File: src/rtl/parity_pipe.sv
// Pipelined parity generator/checker: registered XOR tree, LPS levels per stage, valid/ready flow.
// Optional saturating mismatch counter when PARITY_ERR_CNT_EN is defined.
module parity_pipe #(
    parameter int unsigned WIDTH = 64,
    parameter int unsigned LPS   = 2
) (
    input  logic             clk,
    input  logic             rst_aL,
    input  logic             in_valid,
    output logic             in_ready,
    input  logic [WIDTH-1:0] in_data,
    input  logic             in_par,
    input  logic             in_chk,
    input  logic             in_odd,
    output logic             out_valid,
    input  logic             out_ready,
    output logic             out_par,
    output logic             out_err,
    input  logic             cnt_clr,
    output logic [15:0]      err_cnt
);

    localparam int unsigned LEVELS  = $clog2(WIDTH);
    localparam int unsigned STG_RAW = (LEVELS + LPS - 1) / LPS;
    localparam int unsigned STAGES  = (STG_RAW < 1) ? 1 : STG_RAW;
    localparam int unsigned PAD     = 1 << LEVELS;

    // One stage's worth of pairwise XOR levels; live bits stay packed at the bottom.
    function automatic logic [PAD-1:0] xor_levels(input logic [PAD-1:0] v);
        logic [PAD-1:0] cur;
        logic [PAD-1:0] nxt;
        cur = v;
        for (int unsigned l = 0; l < LPS; l++) begin
            nxt = '0;
            for (int unsigned k = 0; k < PAD / 2; k++) begin
                nxt[k] = cur[2*k] ^ cur[2*k+1];
            end
            cur = nxt;
        end
        return cur;
    endfunction

    logic [STAGES-1:0] valid_q;
    logic [STAGES-1:0] rdy;
    logic [PAD-1:0]    sum_q [STAGES];
    logic              chk_q [STAGES];
    logic              odd_q [STAGES];
    logic              ipar_q[STAGES];

    logic [PAD-1:0]    din   [STAGES];
    logic              vin   [STAGES];
    logic              cin   [STAGES];
    logic              oin   [STAGES];
    logic              pin   [STAGES];
    logic              full;
    logic              last_par;

    // A stage can load if it is empty or every stage downstream of it can shift.
    always_comb begin
        full = 1'b0;
        rdy  = '0;
        for (int unsigned i = 0; i < STAGES; i++) begin
            full = 1'b1;
            for (int unsigned j = i; j < STAGES; j++) begin
                full = full & valid_q[j];
            end
            rdy[i] = out_ready | ~full;
        end
    end

    always_comb begin
        din[0]            = '0;
        din[0][WIDTH-1:0] = in_data;
        vin[0]            = in_valid;
        cin[0]            = in_chk;
        oin[0]            = in_odd;
        pin[0]            = in_par;
        for (int unsigned i = 1; i < STAGES; i++) begin
            din[i] = sum_q[i-1];
            vin[i] = valid_q[i-1];
            cin[i] = chk_q[i-1];
            oin[i] = odd_q[i-1];
            pin[i] = ipar_q[i-1];
        end
    end

    // Only the low 2^LPS bits of the final stage input can be nonzero, so this is at most LPS levels deep.
    assign last_par = ^din[STAGES-1];

    always_ff @(posedge clk) begin
        for (int unsigned i = 0; i + 1 < STAGES; i++) begin
            if (rdy[i] && vin[i]) begin
                sum_q[i]  <= xor_levels(din[i]);
                chk_q[i]  <= cin[i];
                odd_q[i]  <= oin[i];
                ipar_q[i] <= pin[i];
            end
        end
    end

    always_ff @(posedge clk or negedge rst_aL) begin
        if (!rst_aL) begin
            valid_q <= '0;
            out_par <= 1'b0;
            out_err <= 1'b0;
        end else begin
            for (int unsigned i = 0; i < STAGES; i++) begin
                if (rdy[i]) begin
                    valid_q[i] <= vin[i];
                end
            end
            if (rdy[STAGES-1] && vin[STAGES-1]) begin
                out_par <= last_par ^ oin[STAGES-1];
                out_err <= cin[STAGES-1] & ((last_par ^ oin[STAGES-1]) != pin[STAGES-1]);
            end
        end
    end

    assign in_ready  = rdy[0];
    assign out_valid = valid_q[STAGES-1];

`ifdef PARITY_ERR_CNT_EN
    logic [15:0] err_cnt_q;

    always_ff @(posedge clk or negedge rst_aL) begin
        if (!rst_aL) begin
            err_cnt_q <= '0;
        end else if (cnt_clr) begin
            err_cnt_q <= '0;
        end else if (out_valid && out_ready && out_err && (err_cnt_q != '1)) begin
            err_cnt_q <= err_cnt_q + 16'd1;
        end
    end

    assign err_cnt = err_cnt_q;
`else
    logic unused_cnt_clr;
    assign unused_cnt_clr = cnt_clr;
    assign err_cnt        = '0;
`endif

endmodule
File: config.mk
export PLATFORM = sky130hd
export DESIGN_NAME = parity_pipe
export DESIGN_NICKNAME = d
export VERILOG_FILES = /design/src/rtl/parity_pipe.sv
export SDC_FILE = /design/constraint.sdc
export NUM_CORES = 1
export LEC_CHECK = 0
export CAP_MARGIN = 20
export CORE_UTILIZATION = 39
export DETAILED_ROUTE_END_ITERATION = 7
export HOLD_SLACK_MARGIN = 0.15
export PLACE_DENSITY = 0.8
export SETUP_SLACK_MARGIN = 0.05
export SYNTH_ARGS = -nofsm -noshare
export SYNTH_HDL_FRONTEND = slang
export SYNTH_SLANG_ARGS = --single-unit
File: constraint.sdc
create_clock -name clk -period 2.23 [get_ports clk]
set_clock_uncertainty 0.2 [all_clocks]
set_input_delay 0.3345 -clock clk [delete_from_list [all_inputs] [get_ports clk]]
set_output_delay 0.3345 -clock clk [all_outputs]
set_load 0.05 [all_outputs]
==> impl_results.md, run 1 <==
- Worst VDD drop: 0.3121 mV
- Internal power: 1.457 mW
- Family with the most delay on the worst path: buffers and inverters
- Clk Latency, worst-skew pair: 280 ps
- Outcome: complete, no violations
- Arrival time of the worst setup path: 1500 ps
- Overall routing resource usage: 12.70%
- Routed WL: 2713 um
- Period utilization: 91.39%
- Number of clock sinks: 31
- Worst path max stage delay: ~820 ps
- RSZ-0062 raised after global routing: no
- Die height: between 60 and 70 um
- Synth top area share: 45.88%
- Post-CTS Setup Repair Bufs: 0
- Crit Path Max Fanout: 4
- Global-route wire length before repair: between 4000 and 5000 um
- Initial antenna violation count: 0
- DR DRC count: 0
- CP startpoint kind: flip-flop
- Cts bufs inserted: 5
- Syn. warnings: 0
- Vias: 1084
- Setup tns final: 0 ps
- CP required: 1700 ps
- Layout cells sized above 1: 5.340%
- Sequential area share after synthesis: 53.24%
- WP buf/inv: 1
- Post-synth EDFFs: 26
- Seq pwr share: 40.3%
- Io pins: 92
- DIE WIDTH: 68.06 um
- Port Buffer Count: 74
- Post-synth ARST share: 16.13%
- Core area: 0.004086 mm2
- CTS tree: done
- CP Class: reg -> out
- Leakage: 0.9586 nW
- Hold_sp: chk_q[0][0]
- Final GP Congestion: 0.6776
- Post-Synthesis Cells: 124
- Reg clk slew, reported paths: 70 ps
- Achievable Freq: between 0.4 and 0.5 GHz
- Pwr/cell area: 763.6 mW/mm2
- Comb power frac: a little under a third
- Wire length per cell: 10.60 um
- CP Launch Point: valid_q[2]
- Top-count cell post-synth: xnor2_1
- Vias in the first global route: 1034
- Clock power share: 28.0%
- Crit-path cells: clkdlybuf4s50_1
- Detail Route Antenna Nets: 0
- Reg-to-Reg End: out_err
- Critical-path top delay cell: clkdlybuf4s50_1
- Final Hold Fails: 0
- HPWL after DPL: around 2400 um
- Worst hold slack: around 220 ps
- Final setup violation count: 0
- Cell Area, Synth: between 0.0015 and 0.002 mm2
- Largest net degree at the start of global routing: 20
- Antenna diode count: 0
- Synth top cells by count: xnor2_1, edfxtp_1, xor2_1
- Max-cap viol count: 0
- Mapped Avg Cell Area: 13.72 um2
- CP Capture Type: primary output
- FP Rows: 23
- Worst Reg2Reg Path Length in Cells: 3
- Main area contributors after synthesis: edfxtp_1, xnor2_1, xor2_1
- Final Slew Violations: 0
- Root Driver: clkbuf_8
- Hold Path End: chk_q[0][1]
- Drt via density: 4.234
- H-Tree Depth: 2
- Dominant synthesized flop cell: edfxtp_1
- 1st-pass router iterations: 2
- First-iteration detailed-routing DRC count: 19
- Die area: 0.004631 mm2
- Critical R2R Launch: sum_q[0][17]
- Tmin final: between 2000 and 2500 ps
- Grt total ovfl: 0
- Hold path cells: 0
- Cts hold-fix bufs: 1
- Nets@finish: 277
- Worst hold path class: reg -> reg
- Distinct cell type count after synthesis: 16
- P&R area growth vs syn: 51.69%
- Clk buf depth: 2
- Gates resized, CTS repair: 0
- Cell taking the most area after synthesis: edfxtp_1
- Sw Ratio: approximately a quarter
- Initial Utilization: 41.64%
- Net Switching: 0.5144 mW
- Reg2reg setup slack: 640 ps
- Flops & latches, synth: 31
==> per-layer routing <==
| metal | vias up | GRT usage [%] | part of all wire [%] |
|---|---|---|---|
| li1 | 537 | - | - |
| met1 | 473 | 10.96 | 32 |
| met2 | 68 | 23.53 | 55 |
| met3 | 6 | 6.500 | 11 |
| met4 | 0 | 6.250 | 2.1 |
| met5 | - | 0 | 0 |
==> worst max path at each step <==
stage / endpoint / cells past startpoint
2_1_floorplan: chk_q[0][0] / 2
3_3_place_gp: sum_q[0][2] / 3
3_5_place_dp: sum_q[0][14] / 3
4_1_cts: out_valid / 1
5_1_grt: out_valid / 1
6_report: out_valid / 1
==> layout by cell type, fill, tap and decap left out, types with 4 or more instances in the layout <==
master,n
clkdlybuf4s50_1,73
xnor2_1,41
edfxtp_1,26
xor2_1,21
conb_1,16
clkbuf_8,6
dfrtp_1,5
nand2b_1,4
==> flip-flops by register name (all words and copies together) (netlist names) <==
register,cells
valid_q,3
out_err,1
ipar_q,2
out_par,1
sum_q,20
odd_q,2
chk_q,2
==> through the flow <==
stage | setup slack (ps) | utilization, % | power (mW) | cells | area [um2]
finish | 192.1 | 63.17 | 1.971 | 256 | 2581
global route | 128.6 | 63.17 | 2.069 | 256 | 2581
CTS | 179.8 | 63.17 | 1.994 | 256 | 2581
detailed placement | 309.9 | 60.04 | 1.440 | 247 | 2454
global placement | 346.6 | 60.04 | 1.422 | 247 | 2454
floorplan | 58.87 | - | 1.236 | 139 | 1760
==> power groups by stage <==
stage	clock network (mW)	registers (mW)	logic [mW]
2_1_floorplan	0	0.858	0.378
3_3_place_gp	0	0.801	0.620
3_5_place_dp	0	0.809	0.632
4_1_cts	0.562	0.797	0.635
5_1_grt	0.590	0.804	0.674
6_report	0.552	0.794	0.624
==> cell families (layout without fill, tap and decap cells) <==
family	count (synthesis)	count (layout)	synth area share [%]
other cells	1	16	0.2204
xor+xnor	64	64	34.63
flops	31	31	53.24
compound gates	1	1	0.5148
simple gates	10	10	3.676
buf+inv	16	83	7.059
mux	1	1	0.6617
==> worst register-to-register path: cells and delay by family, from the launching register on <==
kind / cells / cell delay, ps
AOI/OAI and AO/OA: 1 / 140
xor gates and xnor gates: 2 / 790
DFF: 1 / 390
==> area by class of cell <==
class                      count  area [um2]
fill                         287        1505
clock buffer                   6       82.58
multi-input combinational     92       734.5
timing repair buffer          75       760.7
clock inverter                 2       35.03
sequential                    31       905.9
tap                           50       62.56
No activity file was read; power rests on OpenSTA's default activity.
==> inputs of run 2 (changes only) <==
==> constraint.sdc (replaced) <==
create_clock -name clk -period 2.23 [get_ports clk]
set_clock_uncertainty 0.2 [all_clocks]
set_input_delay 0.3345 -clock clk [delete_from_list [all_inputs] [get_ports clk]]
set_output_delay 0.3345 -clock clk [all_outputs]
set_load 0.005 [all_outputs]
==> run 2 against run 1 <==
- sequential power is essentially flat
- worst hold slack lost 3.3 ps
- cell count grew 0.39%
- fmax grew 1.6%
- critical path type is now in -> out
- count of clock-buffer cells in the layout is the same
- flip-flop and latch count is the same
- wire length shrank 3.3%
- via count shrank 0.74%
- cell area shrank 1.6%
- sequential share of layout area grew 0.59 points
==> impl_results.md, run 2 (synthesized netlist as in run 1, its figures left out) <==
- 1st-pass router iterations: 2 (unchanged)
- Layout cells sized above 1: 3.382% (-2.0 points)
- CP Capture Type: primary output
- Antenna diode count: 0 (unchanged)
- DIE WIDTH: 68.06 um (unchanged)
- Top Registers: sum_q x20, valid_q x3
- Wire length per cell: 10.21 um (-3.7%)
- Port Buffer Count: 74 (unchanged)
- First-iteration detailed-routing DRC count: 15 (-4)
- Number of clock sinks: 31 (unchanged)
- RSZ-0062 raised after global routing: no
- Pwr/cell area: 666.0 mW/mm2 (-13%)
- Routed WL: 2623 um (-3.3%)
- Sw Ratio: 22.78% (-3.3 points)
- Detail Route Antenna Nets: 0 (unchanged)
- P&R area growth vs syn: 49.19%
- CP Class: in -> out
- Die area: 0.004631 mm2 (unchanged)
- Max FFs per register: 20 (unchanged)
- Gates resized, CTS repair: 0 (unchanged)
- HPWL after DPL: 2296 um (-4.6%)
- Reg clk slew, reported paths: 60 ps (about the same)
- Final Hold Fails: 0 (unchanged)
- Largest net degree at the start of global routing: 20 (unchanged)
- Initial antenna violation count: 0 (unchanged)
- Worst VDD drop: 0.3296 mV (+5.6%)
- CP required: 1700 ps (about the same)
- Clock power share: 23.1% (-4.9 points)
- Comb power frac: 29.9% (-1.8 points)
- Overall routing resource usage: 12.10% (-0.60 points)
- Final GP Congestion: 0.6554 (-3.3%)
- Io pins: 92 (unchanged)
- CP startpoint kind: input pin
- Arrival time of the worst setup path: 1470 ps (-30 ps)
- Setup tns final: 0 ps (unchanged)
- Vias in the first global route: 1010 (-2.3%)
- Post-CTS Setup Repair Bufs: 0 (unchanged)
- Clk buf depth: 2 (unchanged)
- CTS tree: done
- Vias: 1076 (-0.74%)
- Clk Latency, worst-skew pair: 270 ps (about the same)
- Leakage: 0.9344 nW (-2.5%)
- Tmin final: 2007 ps (-31.18 ps)
- Grt total ovfl: 0 (unchanged)
- Period utilization: 89.99% (-1.4 points)
- Leading cell type in the layout, fill and taps excluded: clkdlybuf4s50_1
- Die height: 68.06 um (unchanged)
- Worst hold path class: reg -> reg
- Critical R2R Launch: sum_q[0][17]
- Initial Utilization: 41.64% (unchanged)
- Max-cap viol count: 0 (unchanged)
- Nets@finish: 278 (+0.36%)
- Most frequent cells in the layout: clkdlybuf4s50_1, xnor2_1, edfxtp_1
- Global-route wire length before repair: 3822 um (-5.3%)
- Cts bufs inserted: 5 (unchanged)
- Outcome: complete, no violations
- Core area: 0.004086 mm2 (unchanged)
- Final Slew Violations: 0 (unchanged)
- Net Switching: 0.3852 mW (-25%)
- Hold_sp: odd_q[0][0]
- DR DRC count: 0 (unchanged)
- CP Launch Point: out_ready
- Root Driver: clkbuf_8
- FP Rows: 23 (unchanged)
- Largest Register: sum_q
- Drt via density: 4.187 (-1.1%)
- Seq pwr share: 47.0% (+6.7 points)
- Internal power: 1.306 mW (-10%)
- H-Tree Depth: 2 (unchanged)
- Crit Path Max Fanout: 3 (-1)
- Worst hold slack: 218.4 ps (-3.250 ps)
- Achievable Freq: 0.4983 GHz (+1.6%)
- Final setup violation count: 0 (unchanged)
[run 2: cell count changes in the layout (fill, tap and decap cells not counted)]
cell,change
bufinv_16,-1
clkinv_1,+2
and2_1,+1
clkdlybuf4s50_1,+1
and2_4,-1
clkbuf_1,+1
buf_12,-1
buf_4,+1
clkinv_2,-1
clkbuf_8,-1
[run 2: final cells by class]
type | instances | area [um2]
well taps | 50 | 62.56
multi-input cells | 92 | 732.0
repair buffers | 76 | 758.2
fillers | 295 | 1548
clock inverters | 2 | 7.507
clock buffers | 6 | 72.57
flip-flops and latches | 31 | 905.9
[run 2: per-stage QoR]
step,instances,utilization [%],instance area (um2),setup slack [ps],power (mW)
6_report,257,62.12,2539,223.3,1.691
4_1_cts,257,62.12,2539,217.9,1.717
5_1_grt,257,62.12,2539,179.7,1.779
3_3_place_gp,248,59.92,2449,218.4,1.301
3_5_place_dp,248,59.92,2449,219.7,1.319
2_1_floorplan,139,-,1758,578.0,1.117
[run 2: worst max-delay path, stage by stage]
cell	delay (ps)
clkdlybuf4s50_1	470
nand4b_1	150
clkdlybuf4s50_1	520
[run 2: what timing repair did]
action / 4_1_cts / 5_1_grt
hold endpoints to repair: 5 / 0
setup endpoints to repair: 0 / 0
hold buffers: 1 / 0
[run 2: path summary, 6_finish.rpt]
path | slack, ps | end | cells after the start
min in group asynchronous | 620 | out_par | 2
min reg2reg | 220 | odd_q[0][1] | 0
min | 220 | odd_q[0][1] | 0
max reg2reg | 640 | out_err | 3
max | 220 | in_ready | 3
max in group asynchronous | 1020 | valid_q[1] | 2
[run 2: layer usage]
metal	GRT usage (%)	share of wire [%]	vias to the layer above
met4	8.333	2.6	0
li1	-	-	540
met3	6.000	9.8	6
met1	9.372	30	459
met5	0	0	-
met2	22.67	57	71
[run 2: power by group through the flow]
stage / sequential, mW / combinational, mW / clock, mW
2_1_floorplan: 0.799 / 0.318 / 0
3_3_place_gp: 0.802 / 0.499 / 0
3_5_place_dp: 0.807 / 0.512 / 0
4_1_cts: 0.796 / 0.515 / 0.407
5_1_grt: 0.803 / 0.551 / 0.425
6_report: 0.794 / 0.506 / 0.391
==> inputs of run 3 (changes only) <==
--- a/config.mk
+++ b/config.mk
@@ -8,7 +8,7 @@
 export CAP_MARGIN = 20
 export CORE_UTILIZATION = 39
 export DETAILED_ROUTE_END_ITERATION = 7
-export HOLD_SLACK_MARGIN = 0.15
+export HOLD_SLACK_MARGIN = 0.1
 export PLACE_DENSITY = 0.8
 export SETUP_SLACK_MARGIN = 0.05
 export SYNTH_ARGS = -nofsm -noshare
==> results of run 3 <==
No change in the layout: final DEF, timing and power equal those of run 2.
